<file path="src/rtl/wb_arbiter.sv">
// Register-file writeback arbiter: port A (pipeline WB) has priority, port B feeds a
// DEPTH-entry FIFO whose entries are killed by newer A writes. Optional macro WB_ARBITER_FWD_EN.
module wb_arbiter #(
   parameter int DEPTH = 4
) (
   input  logic                       clk,
   input  logic                       rst,
   input  logic                       a_valid,
   input  logic [4:0]                 a_reg,
   input  logic [31:0]                a_data,
   input  logic                       b_valid,
   input  logic [4:0]                 b_reg,
   input  logic [31:0]                b_data,
   output logic                       b_ready,
   output logic                       reg_write,
   output logic [4:0]                 write_reg,
   output logic [31:0]                write_data,
   output logic [$clog2(DEPTH):0]     q_count,
   input  logic [4:0]                 chk_reg,
   output logic                       chk_pending
);

   localparam int PW = $clog2(DEPTH);
   localparam int CW = PW + 1;
   localparam logic [PW-1:0] PTR_ONE = PW'(1);
   localparam logic [CW-1:0] CNT_ONE = CW'(1);
   localparam logic [CW-1:0] CNT_FULL = CW'(DEPTH);

   logic [PW-1:0]    rd_ptr_r;
   logic [PW-1:0]    wr_ptr_r;
   logic [CW-1:0]    q_count_r;
   logic [4:0]       q_reg_r  [DEPTH];
   logic [31:0]      q_data_r [DEPTH];
   logic [DEPTH-1:0] q_live_r;

   logic             reg_write_r;
   logic [4:0]       write_reg_r;
   logic [31:0]      write_data_r;

   logic             a_live_s;
   logic             b_ready_s;
   logic             push_s;
   logic             pop_s;
   logic             issue_q_s;
   logic [DEPTH-1:0] kill_s;
   logic [DEPTH-1:0] live_nxt_s;

   // Arbitration decode: A wins, otherwise the head (live or dead) is popped.
   always_comb begin
      a_live_s  = a_valid & (a_reg != 5'd0);
      b_ready_s = (q_count_r < CNT_FULL);
      push_s    = b_valid & b_ready_s & (b_reg != 5'd0);
      pop_s     = ~a_live_s & (q_count_r != {CW{1'b0}});
      issue_q_s = pop_s & q_live_r[rd_ptr_r];
   end

   // Live-bit update: A kills older matches, pop frees the head, push wins last
   // so a B entry enqueued alongside a same-reg A write stays live.
   always_comb begin
      kill_s     = {DEPTH{1'b0}};
      live_nxt_s = {DEPTH{1'b0}};
      for (int i = 0; i < DEPTH; i++) begin
         kill_s[i]     = a_live_s & (q_reg_r[i] == a_reg);
         live_nxt_s[i] = (q_live_r[i] & ~kill_s[i] & ~(pop_s & (rd_ptr_r == PW'(i))))
                       | (push_s & (wr_ptr_r == PW'(i)));
      end
   end

   // Queue storage, pointers and occupancy.
   always_ff @(posedge clk or posedge rst) begin
      if (rst) begin
         rd_ptr_r  <= {PW{1'b0}};
         wr_ptr_r  <= {PW{1'b0}};
         q_count_r <= {CW{1'b0}};
         q_live_r  <= {DEPTH{1'b0}};
         for (int i = 0; i < DEPTH; i++) begin
            q_reg_r[i]  <= 5'd0;
            q_data_r[i] <= 32'd0;
         end
      end else begin
         q_live_r <= live_nxt_s;
         if (push_s) begin
            q_reg_r[wr_ptr_r]  <= b_reg;
            q_data_r[wr_ptr_r] <= b_data;
            wr_ptr_r           <= wr_ptr_r + PTR_ONE;
         end else begin
            wr_ptr_r <= wr_ptr_r;
         end
         if (pop_s) begin
            rd_ptr_r <= rd_ptr_r + PTR_ONE;
         end else begin
            rd_ptr_r <= rd_ptr_r;
         end
         case ({push_s, pop_s})
            2'b10:   q_count_r <= q_count_r + CNT_ONE;
            2'b01:   q_count_r <= q_count_r - CNT_ONE;
            default: q_count_r <= q_count_r;
         endcase
      end
   end

   // Register-file write port; reg/data hold through idle cycles.
   always_ff @(posedge clk or posedge rst) begin
      if (rst) begin
         reg_write_r  <= 1'b0;
         write_reg_r  <= 5'd0;
         write_data_r <= 32'd0;
      end else begin
         reg_write_r <= a_live_s | issue_q_s;
         if (a_live_s) begin
            write_reg_r  <= a_reg;
            write_data_r <= a_data;
         end else if (issue_q_s) begin
            write_reg_r  <= q_reg_r[rd_ptr_r];
            write_data_r <= q_data_r[rd_ptr_r];
         end else begin
            write_reg_r  <= write_reg_r;
            write_data_r <= write_data_r;
         end
      end
   end

   assign b_ready    = b_ready_s;
   assign reg_write  = reg_write_r;
   assign write_reg  = write_reg_r;
   assign write_data = write_data_r;
   assign q_count    = q_count_r;

`ifdef WB_ARBITER_FWD_EN
   logic hit_s;
   logic chk_pending_s;

   // Hazard lookup over live queue entries plus the write currently on the port.
   always_comb begin
      hit_s = 1'b0;
      for (int i = 0; i < DEPTH; i++) begin
         hit_s = hit_s | (q_live_r[i] & (q_reg_r[i] == chk_reg));
      end
      chk_pending_s = (chk_reg != 5'd0)
                    & (hit_s | (reg_write_r & (write_reg_r == chk_reg)));
   end

   assign chk_pending = chk_pending_s;
`else
   logic unused_chk_s;

   assign unused_chk_s = ^chk_reg;
   assign chk_pending  = 1'b0;
`endif

endmodule

</file>
<file path="config.mk">
export PLATFORM = sky130hd
export DESIGN_NAME = wb_arbiter
export DESIGN_NICKNAME = d
export VERILOG_FILES = /design/src/rtl/wb_arbiter.sv
export SDC_FILE = /design/constraint.sdc
export NUM_CORES = 1
export LEC_CHECK = 0
export CAP_MARGIN = 25
export CELL_PAD_IN_SITES_DETAIL_PLACEMENT = 1
export CELL_PAD_IN_SITES_GLOBAL_PLACEMENT = 1
export CORE_MARGIN = 5
export CORE_UTILIZATION = 25
export CTS_BUF_LIST = sky130_fd_sc_hd__clkbuf_8
export CTS_CLUSTER_DIAMETER = 120
export DETAILED_ROUTE_END_ITERATION = 10
export PLACE_DENSITY_LB_ADDON = 0.1
export SYNTH_ARGS = -nofsm -noshare
export SYNTH_HDL_FRONTEND = slang
export SYNTH_SLANG_ARGS = --single-unit
export TNS_END_PERCENT = 30
</file>
<file path="constraint.sdc">
create_clock -name clk -period 15.5 [get_ports clk]
set_input_delay 3.1 -clock clk [delete_from_list [all_inputs] [get_ports clk]]
set_output_delay 3.1 -clock clk [all_outputs]
set_load 0.005 [all_outputs]
</file>
Word level (Yosys, flattened, before mapping):

Index checks and enable logic that the tools add are counted.

* logic and storage cells: 104
* bits in registers: 197
* input bits: 83

* add/subtract/negate cells: 4
* equality and inequality tests: 12
* bitwise operators: 41
* reductions and logical operators: 8
* muxes and demuxes: 19
* order comparisons: 5

Operator list (number)
* two-way mux 32 bit: 5
* bitwise mux 128 bit: 1
* binary-select mux 32 bit (select 2 bit): 1
* demux 32 bit (select 2 bit): 1
* bitwise AND 1 bit: 25
* two-way mux 5 bit: 5
* bitwise mux 20 bit: 1
* == test 5 bit: 4
* binary-select mux 5 bit (select 2 bit): 1
* demux 5 bit (select 2 bit): 1
* == test 2 bit (second input constant): 5
* nonzero test 5 bit: 2
* inverter 1 bit: 9
* == test 2 x 1 -> 1 bit (second input constant): 3
* >= comparator 3 bit (second input constant): 2
* inverter 2 -> 3 bit: 2
* case mux 3 bit (2 select lines): 1
* bitwise OR 1 bit: 5
* adder 2 x 1 -> 2 bit (second input constant): 2
* zero test 2 bit: 2
* nonzero test 2 bit: 2
* adder 3 x 1 -> 3 bit (second input constant): 1
* < comparator 2 x 3 -> 1 bit (second input constant): 1
* < comparator 3 x 1 -> 1 bit (second input constant): 1
* 6 further kinds: 6

Depth between registers and ports, before layout:

Gate-level depths: netlist (run 1).

* depth in word-level cells: 8
* depth in mapped cells: 11

Worst setup path before layout (run 1):

OpenSTA, ideal clock, no wires.

* path kind: input to register
* start point: input port a_reg[2]
* end point: register q_count_r[2], in the netlist q_count[2]
* data arrival time: 5366 ps
* data required time: 15420 ps
* setup slack: 10054 ps
* stages: 11
* path buffers: 2
* cell sequence: buf_2 or4_4 o21ai_4 buf_2 and2_2 ha_1 inv_1 fa_1 xor2_1 nor2_1 xnor2_1

* longest elaborated chain between the ends: 6

RTL lines
* start: declaration: RTL line 9 `input logic [4:0] a_reg,`
* nonzero test 5 bit *: RTL line 50 `a_live_s = a_valid & (a_reg != 5'd0);`
* bitwise AND 1 bit *: RTL line 50
* inverter 1 bit *: RTL line 53 `pop_s = ~a_live_s & (q_count_r != {CW{1'b0}});`
* bitwise AND 1 bit *: RTL line 53
* net pop_s: RTL line 43 `logic pop_s;`
* == test 2 x 1 -> 1 bit or == test 2 bit (tied branches): RTL line 94 `case ({push_s, pop_s})`
* case mux 3 bit (2 select lines) or nonzero test 2 bit (tied branches)
* end signal: assignment: RTL line 95 `2'b10: q_count_r <= q_count_r + CNT_ONE;`
* end signal: assignment: RTL line 96 `2'b01: q_count_r <= q_count_r - CNT_ONE;`
* end signal: assignment: RTL line 97 `default: q_count_r <= q_count_r;`
* end: declaration: RTL line 31 `logic [CW-1:0] q_count_r;`

The timed path passes the listed nets; every way through them passes the cells marked *.
A chain may end at the register's enable or synchronous reset.

Final worst setup path (run 1):

* start point: input port a_reg[1]
* end point: register q_count_r[2], in the netlist q_count[2]

Same word-level chain as after synthesis.

==> results of run 1 <==
[power by group through the flow]
stage,Sequential [mW],Combinational (mW),Clock (mW)
detailed placement,0.972,0.932,0
floorplan,0.888,0.668,0
global route,0.971,1.02,0.410
finish,0.935,0.928,0.371
global placement,0.940,0.903,0
CTS,0.960,0.934,0.393
[cell families after synthesis]
kind of cell	Yosys count	synth area share
buffers and inverters	49	0.03453
adders and majority gates	10	0.01447
AOI/OAI and AO/OA	18	0.01406
DFF	197	0.5377
xor gates and xnor gates	25	0.02388
and+or+nand+nor	28	0.01679
other	1	0.0004091
muxes	254	0.3581
[stage by stage]
stage / hold WS, ns / setup slack, ns / cell area, um2
after floorplan: 0.4587 / 7.031 / 9168
final: 0.5034 / 9.547 / 11230
after CTS: 0.5103 / 9.507 / 11180
after global placement: 0.4682 / 8.982 / 10740
after global routing: 0.5252 / 9.386 / 11230
after detailed placement: 0.4878 / 8.954 / 10740
[worst register-to-register path: cells and delay by family, from the launching register on]
family	cells	cell delay, ns
flops	1	0.76
simple gates	2	0.72
buf+inv	1	0.30
mux	2	1.04
[per-layer routing]
| layer | global-route usage | routed length (um) |
|---|---|---|
| met1 | 0.1506 | 10550 |
| met4 | 0.03296 | 252 |
| met2 | 0.2133 | 12410 |
| met5 | 0 | 0 |
| met3 | 0.02562 | 652 |
[cell type report]
| type | count | area share |
|---|---|---|
| Sequential cell | 197 | 0.4395 |
| Multi-Input combinational cell | 336 | 0.3499 |
| Timing Repair Buffer | 128 | 0.1150 |
| Tap cell | 468 | 0.05216 |
| Clock buffer | 19 | 0.02329 |
| Clock inverter | 13 | 0.01605 |
| Inverter | 10 | 0.004012 |
[path summary, 6_finish.rpt]
kind,start,end,slack [ns],depth (start not counted)
max in group asynchronous,rst,write_data[0],10.94,4
setup reg to reg,rd_ptr_r[0],write_data[18],12.58,5
hold reg to reg,q_data_r[35],q_data_r[35],0.50,1
hold / removal,q_data_r[35],q_data_r[35],0.50,1
setup / recovery,a_reg[1],q_count[2],9.55,11
min in group asynchronous,rst,q_data_r[73],3.20,2
[placed cells by master, fill, tap and decap left out, types with 2 or more instances in the layout]
cell | netlist | final
mux2_1 | 3 | 3
xor2_1 | 9 | 9
clkinvlp_4 | 0 | 4
clkbuf_8 | 0 | 19
bufinv_16 | 0 | 4
mux2i_1 | 4 | 4
inv_6 | 0 | 2
buf_4 | 7 | 7
nand2_1 | 7 | 4
and3_1 | 4 | 4
nor2_1 | 4 | 4
inv_1 | 10 | 11
clkdlybuf4s50_1 | 0 | 119
nand2_2 | 0 | 3
mux2_2 | 209 | 209
o21ai_0 | 6 | 6
nand3_1 | 5 | 5
dfrtp_1 | 197 | 195
ha_1 | 9 | 9
nand4_1 | 2 | 2
o41ai_1 | 4 | 4
xnor2_1 | 16 | 16
mux4_2 | 38 | 38
a21oi_1 | 3 | 3
a32oi_1 | 2 | 2
==> summary.txt, run 1 <==
Die
  • Die Wd: 201.5 um
  • Cell Rows: 70
  • Die Area: 40600 um2
  • Chip Height: just over 200 um
  • Core Footprint: around 36000 um2
  • Initial core utilization: 0.2516
  • IO Pins: ~130

Synthesis
  • Yosys top cell area share: 0.5377
  • Most frequent cell after synthesis: mux2_2
  • Sequential area share after synthesis: 0.5377
  • Synth Area per Inst: roughly 16 um2
  • Primary FF master, synth: dfrtp_1
  • Seq cells post-synth: 197
  • Netlist cell types: 34
  • Largest area contributor in the synthesized netlist: dfrtp_1
  • Number of synthesized flops with an enable pin: 0
  • Synth top area cells: dfrtp_1 54%, mux2_2 26%, mux4_2 9.3%
  • Post-synth net total: 675
  • Fraction of registers with async set/reset: 1.000
  • Post-synth top cells: 209 x mux2_2, 197 x dfrtp_1, 38 x mux4_2
  • Synthesized area: 9168 um2
  • Synth warn: 0
  • Synth Instances: 582

Final layout
  • Area of the multi-input gates: approximately 4000 um2
  • N_diodes: 0
  • Layout cell share with drive strength beyond 1: 0.4211
  • Reg area: around 5000 um2
  • Max reg flops: 128
  • Post-Route Utilization: 0.3081
  • Layout Nets: 783
  • Area Overhead vs Synth: 22.46%
  • Fillers: approximately 3800
  • Final std cells w/o fill: 1171
  • Biggest register: q_data_r

Route
  • Routed WL per cell: 20.38 um
  • Post-Route WL: 23870 um
  • Vias: between 5000 and 6000
  • Initial DRC Count: about 150
  • Vias/cell: between 4 and 5
  • Drt drc: 0
  • DRT Pass-1 Iters: 4
  • Antenna Violating Nets Remaining: 0

Global routing
  • Largest net degree at the start of global routing: 119
  • GR Overflow Total: 0
  • Initial antenna violation count: 0
  • First-pass GRT wire length: 37890 um
  • Vias in the first global route: ~6200
  • Total track usage: 0.1210

Timing
  • RSZ-0062 raised after global routing: no
  • Final period utilization: 0.3841
  • Fin Clk Skew: 0.01417 ns
  • Fmax: 168.0 MHz
  • Rel. slew slack: 0.4282
  • Tmin final: slightly below 6 ns
  • Final Max Tran Viols: 0
  • Final setup fails: 0
  • Worst Tran Pin Value: 0.8576 ns
  • Setup TNS Final: 0 ns
  • Final Hold Viols: 0

Clock network
  • CTS tree: yes
  • CTS resizes: 0
  • Skew-Pair Late Insertion Delay: about 0.47 ns
  • Clock slew at reported path FFs: 0.10 ns
  • Root Buffer: clkbuf_8
  • Postcts setup bufs: 0
  • Max Buffers Root-to-Sink: 2
  • H-Tree Depth: 4
  • Post-CTS Hold Fix Bufs: 0
  • # clock sinks: approximately 200
  • CTS buffer count: 17

Power and ir drop
  • Worst VDD drop: 58.80 uV
  • Share of total power in combinational logic: 0.415
  • Lkg Pwr: about 4.6 nW
  • Clock network power share: 0.166
  • Sequential fraction of design power: 0.419
  • Net Switching: 0.6910 mW
  • Overall Power: 2.234 mW
  • Net Sw Frac: 0.3093
  • P_int: 1.543 mW
  • PD cells: 199.0 nW/um2

Critical path
  • Critical-path cell list: clkdlybuf4s50_1 > or4_4 > o21ai_4 > buf_4 > and2_2 > ha_1 > inv_1 > fa_1 > xor2_1 > nor2_1 > xnor2_1
  • CP arrival: 6.35 ns
  • Bufs and invs on worst path: 3
  • WP data required: 15.90 ns
  • Maximum fanout along the worst path: 53
  • Cell family with most CP delay: buffers and inverters
  • Critical setup path kind: input port to flop
  • Max incr delay on CP: roughly 0.61 ns
  • Crit end category: flop
  • Startpoint types: input port
  • CP max stage cell: or4_4

Run status
  • Status: completed

Place
  • Dpl cells: 1137
  • HPWL Detailed: 14930 um
  • PortBufs: around 120
  • Placer Congestion: 0.7134

Job
  • # Max-Cap Violations: 0

Worst hold path
  • Worst hold path class: flop to flop
(Power assumes the default switching activity.)
==> inputs of run 2 (changes only) <==
==> constraint.sdc (replaced) <==
create_clock -name clk -period 6.2 [get_ports clk]
set_input_delay 1.24 -clock clk [delete_from_list [all_inputs] [get_ports clk]]
set_output_delay 1.24 -clock clk [all_outputs]
set_load 0.005 [all_outputs]
==> run 2 against run 1 <==
Net effect: clock skew is 0.0027 ns lower; register-to-register slack worse by 9.0 ns; power increased by 150%; core utilization decreased by 0.11 points; cell area is 0.36% lower; sequential cell count unchanged; sequential share of layout area is 0.16 points higher.
==> summary.txt, run 2 (synthesized netlist as in run 1, its figures left out) <==
Place
  • Dpl cells: 1141 (+0.35%)
  • PortBufs: 119 (unchanged)
  • Placer Congestion: 0.7183 (+0.69%)
  • HPWL Detailed: 16090 um (+7.8%)

Global routing
  • First-pass GRT wire length: 38210 um (+0.84%)
  • Vias in the first global route: 6293 (+1.2%)
  • GR Overflow Total: 0 (unchanged)
  • Total track usage: 0.1234 (+0.002380)
  • Initial antenna violation count: 1 (+1)
  • Largest net degree at the start of global routing: 128 (+7.6%)

Clock network
  • H-Tree Depth: 4 (unchanged)
  • Postcts setup bufs: 0 (unchanged)
  • Max Buffers Root-to-Sink: 2 (unchanged)
  • # clock sinks: 197 (unchanged)
  • Skew-Pair Late Insertion Delay: 0.47 ns (about the same)
  • CTS buffer count: 17 (unchanged)
  • CTS tree: yes
  • CTS resizes: 0 (unchanged)
  • Clock slew at reported path FFs: 0.09 ns (about the same)
  • Root Buffer: clkbuf_8
  • Post-CTS Hold Fix Bufs: 0 (unchanged)

Timing
  • Worst Tran Pin Value: 0.7640 ns (-0.09362 ns)
  • Fmax: around 260 MHz
  • Final period utilization: 0.6126
  • RSZ-0062 raised after global routing: no
  • Final Hold Viols: 0 (unchanged)
  • Fin Clk Skew: 0.01142 ns (-0.002744 ns)
  • Tmin final: 3.798 ns
  • Setup TNS Final: 0 ns (unchanged)
  • Final setup fails: 0 (unchanged)
  • Rel. slew slack: 0.4907 (+0.06242)
  • Final Max Tran Viols: 0 (unchanged)

Power and ir drop
  • Lkg Pwr: 4.599 nW (about the same)
  • Worst VDD drop: 163.4 uV (+180%)
  • PD cells: 489.7 nW/um2 (+150%)

Route
  • Drt drc: 0 (unchanged)
  • DRT Pass-1 Iters: 4 (unchanged)
  • Vias/cell: 4.454 (about the same)
  • Vias: 5229 (+0.21%)
  • Initial DRC Count: 106 (-27%)
  • Post-Route WL: 24360 um (+2.1%)
  • Antenna Violating Nets Remaining: 0 (unchanged)
  • Routed WL per cell: 20.75 um (+1.8%)

Final layout
  • Area Overhead vs Synth: 22.03%
  • Final std cells w/o fill: 1174 (+0.26%)
  • Layout cell share with drive strength beyond 1: 0.4221 (+0.001044)
  • Post-Route Utilization: 0.3070 (-0.001099)
  • Max reg flops: 128 (unchanged)
  • Reg area: 4935 um2 (unchanged)
  • Most frequent cells in the layout: 209 x mux2_2, 195 x dfrtp_1, 119 x clkdlybuf4s50_1
  • Layout Nets: 786 (+0.38%)
  • Commonest non-fill, non-tap cell in the layout: mux2_2
  • Fillers: 3804 (-0.50%)
  • Biggest register: q_data_r
  • Area of the multi-input gates: 3929 um2 (unchanged)
  • N_diodes: 0 (unchanged)

Die
  • Core Footprint: 36430 um2 (unchanged)
  • Die Area: 40600 um2 (unchanged)
  • Initial core utilization: 0.2516 (unchanged)
  • IO Pins: 126 (unchanged)
  • Die Wd: 201.5 um (unchanged)
  • Cell Rows: 70 (unchanged)
  • Chip Height: 201.5 um (unchanged)

Critical path
  • Startpoint types: input port
  • Critical setup path kind: input port to flop
  • Maximum fanout along the worst path: 20 (-62%)
  • R2R setup slack: 3.58 ns (-9.00 ns)
  • Crit end category: flop
  • CP arrival: 4.15 ns (-2.20 ns)
  • WP data required: 6.55 ns (-9.35 ns)

Run status
  • Status: completed

Job
  • # Max-Cap Violations: 0 (unchanged)

Worst hold path
  • Worst hold path class: flop to flop
==> run 2: cell type report <==
| cell class | count | share of cell area |
|---|---|---|
| clock buffers | 22 | 0.02707 |
| clock inverters | 10 | 0.007158 |
| inverters | 10 | 0.003691 |
| flip-flops and latches | 197 | 0.4411 |
| multi-input cells | 336 | 0.3512 |
| repair buffers | 131 | 0.1174 |
| well taps | 468 | 0.05234 |
==> run 2: per-stage QoR <==
| stage | setup slack, ns | total power, mW | cell area, um2 | hold slack (ns) |
|---|---|---|---|---|
| 5_1_grt | 2.324 | 5.887 | 11190 | 0.5261 |
| 3_5_place_dp | 1.833 | 4.773 | 10780 | 0.4895 |
| 3_3_place_gp | 1.879 | 4.621 | 10780 | 0.4686 |
| 2_1_floorplan | 2.414 | 3.890 | 9171 | 0.4587 |
| 4_1_cts | 2.374 | 5.630 | 11160 | 0.5133 |
| 6_report | 2.402 | 5.479 | 11190 | 0.5073 |
==> run 2: worst max-delay path: stages <==
cell	delay, ns
clkdlybuf4s50_1	0.55
or4_1	0.61
o21a_1	0.30
nand2_2	0.55
buf_4	0.49
mux2_2	0.39
==> run 2: final timing paths <==
path | start | to | depth (start not counted)
hold reg to reg | q_data_r[60] | q_data_r[60] | 1
hold / removal | q_data_r[60] | q_data_r[60] | 1
setup reg to reg | rd_ptr_r[0] | write_data[23] | 4
setup / recovery | b_reg[0] | q_data_r[55] | 6
min in group asynchronous | rst | write_data[11] | 3
max in group asynchronous | rst | q_reg_r[4] | 3
==> run 2: report_power, final <==
part           total (mW)  leakage [nW]  internal, mW  switching (mW)
combinational        2.33          2.03          1.45           0.870
clock               0.818         0.205         0.367           0.451
sequential           2.34          2.37          1.94           0.397
==> run 2: metal layers <==
metal  part of all wire  track usage  vias up
met3              0.029      0.02788       16
met5            0.00029            0        -
li1                   -            -     2332
met2               0.53       0.2176       71
met4              0.011      0.03296        2
met1               0.43       0.1527     2808
==> inputs of run 3 (changes only) <==
==> constraint.sdc (replaced) <==
create_clock -name clk -period 3.4 [get_ports clk]
set_input_delay 0.68 -clock clk [delete_from_list [all_inputs] [get_ports clk]]
set_output_delay 0.68 -clock clk [all_outputs]
set_load 0.005 [all_outputs]
==> run 3 against run 2 <==
Net effect: core utilization is 0.55 points higher; global-route usage hardly changed; final cell count is 0.85% higher; non-clock buffer count is 10 higher; power is 86% higher; critical path type unchanged; combinational power is 85% higher; largest power group is now combinational logic; via count is 0.73% higher; routed wire length is 0.68% lower; clock-buffer cell count is 5 lower; register-to-register slack worse by 2.7 ns; clock power is 100% higher.
==> summary.txt, run 3 (synthesized netlist as in run 1, its figures left out) <==
Global routing
  • Largest net degree at the start of global routing: 91 (-29%)
  • Vias in the first global route: 6380 (+1.4%)
  • First-pass GRT wire length: 38740 um (+1.4%)
  • Total track usage: 0.1235 (about the same)
  • Initial antenna violation count: 1 (unchanged)
  • GR Overflow Total: 0 (unchanged)

Clock network
  • # clock sinks: 197 (unchanged)
  • Clock slew at reported path FFs: 0.10 ns (about the same)
  • Root Buffer: clkbuf_8
  • CTS resizes: 0 (unchanged)
  • Skew-Pair Late Insertion Delay: 0.48 ns (about the same)
  • H-Tree Depth: 4 (unchanged)
  • CTS buffer count: 17 (unchanged)
  • CTS tree: yes
  • Post-CTS Hold Fix Bufs: 0 (unchanged)
  • Postcts setup bufs: 0 (unchanged)
  • Max Buffers Root-to-Sink: 2 (unchanged)

Critical path
  • Startpoint types: input port
  • Critical-path cell list: clkdlybuf4s50_1 > or4_4 > o21ai_4 > and2_2 > ha_1 > inv_1 > fa_1 > xor2_1 > nor2_1 > xnor2_1
  • WP data required: 3.80 ns (-2.75 ns)
  • Crit end category: flop
  • Max incr delay on CP: 0.56 ns (-0.05 ns)
  • Maximum fanout along the worst path: 3 (-85%)
  • Cell family with most CP delay: simple AND/OR/NAND/NOR gates
  • Bufs and invs on worst path: 2 (unchanged)
  • Critical setup path kind: input port to flop
  • CP max stage cell: or4_4
  • R2R setup slack: 0.92 ns (-2.66 ns)
  • CP arrival: 3.11 ns (-1.04 ns)

Die
  • IO Pins: 126 (unchanged)
  • Die Wd: 201.5 um (unchanged)
  • Cell Rows: 70 (unchanged)
  • Die Area: 40600 um2 (unchanged)
  • Chip Height: 201.5 um (unchanged)
  • Initial core utilization: 0.2516 (unchanged)
  • Core Footprint: 36430 um2 (unchanged)

Final layout
  • Max reg flops: 128 (unchanged)
  • Layout Nets: 796 (+1.3%)
  • Biggest register: q_data_r
  • Reg area: 4935 um2 (unchanged)
  • N_diodes: 0 (unchanged)
  • Most frequent cells in the layout: 209 x mux2_2, 195 x dfrtp_1, 119 x clkdlybuf4s50_1
  • Area Overhead vs Synth: 24.20%
  • Post-route cell area: 11390 um2 (+1.8%)
  • Area of the multi-input gates: 3929 um2 (unchanged)
  • Layout cell share with drive strength beyond 1: 0.4344 (+0.01226)
  • Commonest non-fill, non-tap cell in the layout: mux2_2
  • Fillers: 3806 (+0.053%)

Power and ir drop
  • Lkg Pwr: 4.694 nW (+2.1%)
  • PD cells: 897.0 nW/um2 (+83%)
  • Overall Power: 10.21 mW (+86%)
  • Worst VDD drop: 235.5 uV (+44%)

Route
  • Antenna Violating Nets Remaining: 0 (unchanged)
  • DRT Pass-1 Iters: 4 (unchanged)
  • Initial DRC Count: 120 (+13%)
  • Routed WL per cell: 20.43 um (-1.5%)
  • Post-Route WL: 24190 um (-0.68%)
  • Vias/cell: 4.448 (-0.12%)
  • Vias: 5267 (+0.73%)
  • Drt drc: 0 (unchanged)

Timing
  • Fmax: around 370 MHz
  • Rel. slew slack: 0.6137 (+0.1230)
  • Setup TNS Final: 0 ns (unchanged)
  • RSZ-0062 raised after global routing: no
  • Final period utilization: 0.7969
  • Final Max Tran Viols: 0 (unchanged)
  • Worst Tran Pin Value: 0.5795 ns (-0.1845 ns)
  • Final setup fails: 0 (unchanged)
  • Final worst slack: 0.6904 ns (-1.711 ns)
  • Final Hold Viols: 0 (unchanged)
  • Tmin final: 2.710 ns
  • Fin Clk Skew: 0.01727 ns (+0.005848 ns)

Run status
  • Status: completed

Place
  • PortBufs: 119 (unchanged)
  • Placed cell area: 10960 um2 (+1.7%)
  • HPWL Detailed: 16280 um (+1.2%)
  • Pre-CTS setup slack: 0.1318 ns (-1.702 ns)
  • Placer Congestion: 0.7067 (-1.6%)

Worst hold path
  • Worst hold path class: flop to flop

Job
  • # Max-Cap Violations: 0 (unchanged)
[run 3: metal layers]
layer	GRT usage	share of wire	vias up
li1	-	-	2358
met1	0.1538	0.44	2811
met2	0.2185	0.52	75
met3	0.02546	0.027	21
met4	0.03271	0.012	2
met5	0	0.00054	-
[run 3: final timing paths]
check	start	to	cells past startpoint
max in group asynchronous	rst	rd_ptr_r[0]	3
worst max-delay path	a_reg[1]	q_count[2]	10
worst min register to register	q_data_r[34]	q_data_r[34]	1
min in group asynchronous	rst	write_data[10]	2
worst max register to register	rd_ptr_r[0]	write_data[28]	4
worst min-delay path	q_data_r[34]	q_data_r[34]	1
[run 3: final cells by class]
cell class | instances | share of cell area
Clock buffer | 17 | 0.02055
Clock inverter | 15 | 0.01692
Inverter | 10 | 0.003626
Multi-Input combinational cell | 336 | 0.3451
Sequential cell | 197 | 0.4334
Tap cell | 468 | 0.05143
Timing Repair Buffer | 141 | 0.1290
[run 3: stage by stage]
step,cells,util,hold WS (ns)
after global routing,1184,0.3125,0.5170
after detailed placement,1152,0.3008,0.4820
after floorplan,582,-,0.4587
final,1184,0.3125,0.5055
after global placement,1152,0.3008,0.4687
after CTS,1184,0.3125,0.5064
[run 3: power breakdown]
| part | internal, mW | total [mW] | switching [mW] | leakage, nW |
|---|---|---|---|---|
| combinational | 2.72 | 4.32 | 1.61 | 2.11 |
| clock | 0.748 | 1.66 | 0.910 | 0.214 |
| sequential | 3.53 | 4.23 | 0.697 | 2.37 |
==> RTL change: new RTL, config.mk and constraints of run 3 <==
`DEPTH`: 4 -> 2.
--- a/src/rtl/wb_arbiter.sv
+++ b/src/rtl/wb_arbiter.sv
@@ -1,7 +1,7 @@
 // Register-file writeback arbiter: port A (pipeline WB) has priority, port B feeds a
 // DEPTH-entry FIFO whose entries are killed by newer A writes. Optional macro WB_ARBITER_FWD_EN.
 module wb_arbiter #(
-   parameter int DEPTH = 4
+   parameter int DEPTH = 2
 ) (
    input  logic                       clk,
    input  logic                       rst,
Interface: changed (resized q_count); port bits go from 126 to 125. No check against the original RTL was run, so the function may have changed too.
==> RTL change against run 3 <==
- power decreased by 39%
- sequential cell count decreased by 79
- global-route usage decreased by 0.37 points
- design area decreased by 36%
- sequential share of layout area decreased by 2.7 points
- non-clock buffer count decreased by 15
- setup slack improved by 0.24 ns
- clock skew decreased by 0.011 ns
- area after synthesis decreased by 41%
- wire length decreased by 42%
- maximum frequency increased by 9.9%
- register-to-register slack improved by 0.42 ns
- via count decreased by 32%
- largest cell class unchanged
- largest power group unchanged
==> RTL change: results (changes against run 3) <==
Vias in the first global route: 4163 (-35%)
Peak ir drop on the vdd network: 0.300 mV (+27%)
Minimum clock period after layout: 2.47 ns (-0.243 ns)
Met2 track demand over resource in global routing: 20.1% (-1.8 points)
Clock latency at the later pin of the worst-skew pair: 0.42 ns (-0.06 ns)
Post-route cell area: 7260 um2 (-36%)
Result of the run: finished, final reports clean
Non-clock inverter total of the final layout: 3 (-7)
Worst Setup Slack post-DPL: 0.448 ns (+0.317 ns)
Flip-flop count of the largest register, all copies and words added: 64 (-50%)
Global-route wire length before repair: 22500 um (-42%)
Antenna violations before repair: 0 (-1)
Share of cells above drive strength 1: 26.6% (-17 points)
Final clock skew: 0.00654 ns (-0.0107 ns)
Multi-input combinational cell count: 261 (-22%)
Critical path's top delay family: buffers and inverters
Met3 routed WL: 760 um (+15%)
Sequential share of the synthesized area: 54.7% (+0.96 points)
Post-synthesis net count: 491 (-27%)
Fraction of standard cell area that is sequential: 40.7% (-2.7 points)
Met1 demand-to-capacity share in global routing: 14.3% (-1.0 points)
Placed Cells: 783 (-32%)
Origin of the worst min-delay path: q_data_r[3]
Final standard cell count with taps included and fillers excluded: 812 (-31%)
Buffer share of cell area: 18.0% (+5.1 points)
Crit. Startpoint: b_reg[2]
Mapped Cells: 407 (-30%)
First-iteration detailed-routing DRC count: 85 (-29%)
Proportion of cell area spent on the clock network: 4.95% (+1.2 points)
Worst reg-to-reg path cell count: 5 (+1)
Largest stage delay on the critical path: 0.60 ns (+0.04 ns)
Final-layout worst hold slack: 0.489 ns (-0.0161 ns)
Met1 routed wirelength after detailed routing: 6030 um (-43%)
Top layer in use: met4
Final layout net count: 611 (-23%)
Ratio of routed vias to standard cells: 4.40 (-1.2%)
Worst r2r src: q_count[0]
Cell variety after synth: 30 (-12%)
Pwr Density: 861 nW/um2 (-4.0%)
Maximum number of pins on one net before global-route repair: 75 (-18%)
Count of fill cells added during filler insertion: 2252 (-41%)
Largest cells by area after synthesis: sky130_fd_sc_hd__dfrtp_1, sky130_fd_sc_hd__mux2_2, sky130_fd_sc_hd__mux2i_1
Count of non-CTS buffers in the layout: 126 (-11%)
Min-Delay Endpoint: q_data_r[3]
Reported clock group power: 0.00118 W (-29%)
Clock buffer count in the final layout: 22 (+5)
Ranking of synthesized cells by instance count: sky130_fd_sc_hd__dfrtp_1, sky130_fd_sc_hd__mux2_2, sky130_fd_sc_hd__nand2_1, sky130_fd_sc_hd__o21ai_0, sky130_fd_sc_hd__mux2i_1
Share of cell area taken by multi-input logic gates: 31.5% (-3.0 points)
Internal power component: 0.00431 W (-38%)
Number of levels the H-tree was split into: 4 (unchanged)
Number of gates resized after cts: 0 (unchanged)
Static power due to leakage: 3.03 nW (-35%)
Arrival time of data at the critical path endpoint: 2.77 ns (-0.34 ns)
Number of synthesized register bits: 118 (-40%)
Count of port buffers added during placement: 118 (-0.84%)
Placement-stage cell area: 6900 um2 (-37%)
Biggest fanout along the worst timing path: 39 (+36)
Critical register-to-register path endpoint: write_data[7]
==> RTL change: changes by cell type in the layout (fill, tap and decap cells not counted), sizes merged, moves of 10 or more <==
cell,before,now
mux2i,4,38
inv,15,5
mux2,212,111
nand2,8,39
buf,22,8
mux4,38,0
o21ai,7,40
dfrtp,197,118
==> RTL change: worst register-to-register path: cells and delay by family, from the launching register on <==
family	cells	cell delay, ns
flops	1	0.42
buf+inv	1	0.30
mux	1	0.24
compound gates	1	0.09
simple gates	2	0.87
==> RTL change: logic make-up (layout without fill, tap and decap cells) <==
logic type,Yosys count,after routing,synth area share [%]
AND/OR/NAND/NOR,52,52,4.24
buffers and inverters,28,158,3.25
adder cells (fa/ha/maj),1,1,0.232
flip-flops,118,118,54.7
other,1,1,0.0695
XOR/XNOR,14,14,2.27
multiplexers,149,149,30.8
AO/OA/AOI/OAI,44,44,4.43
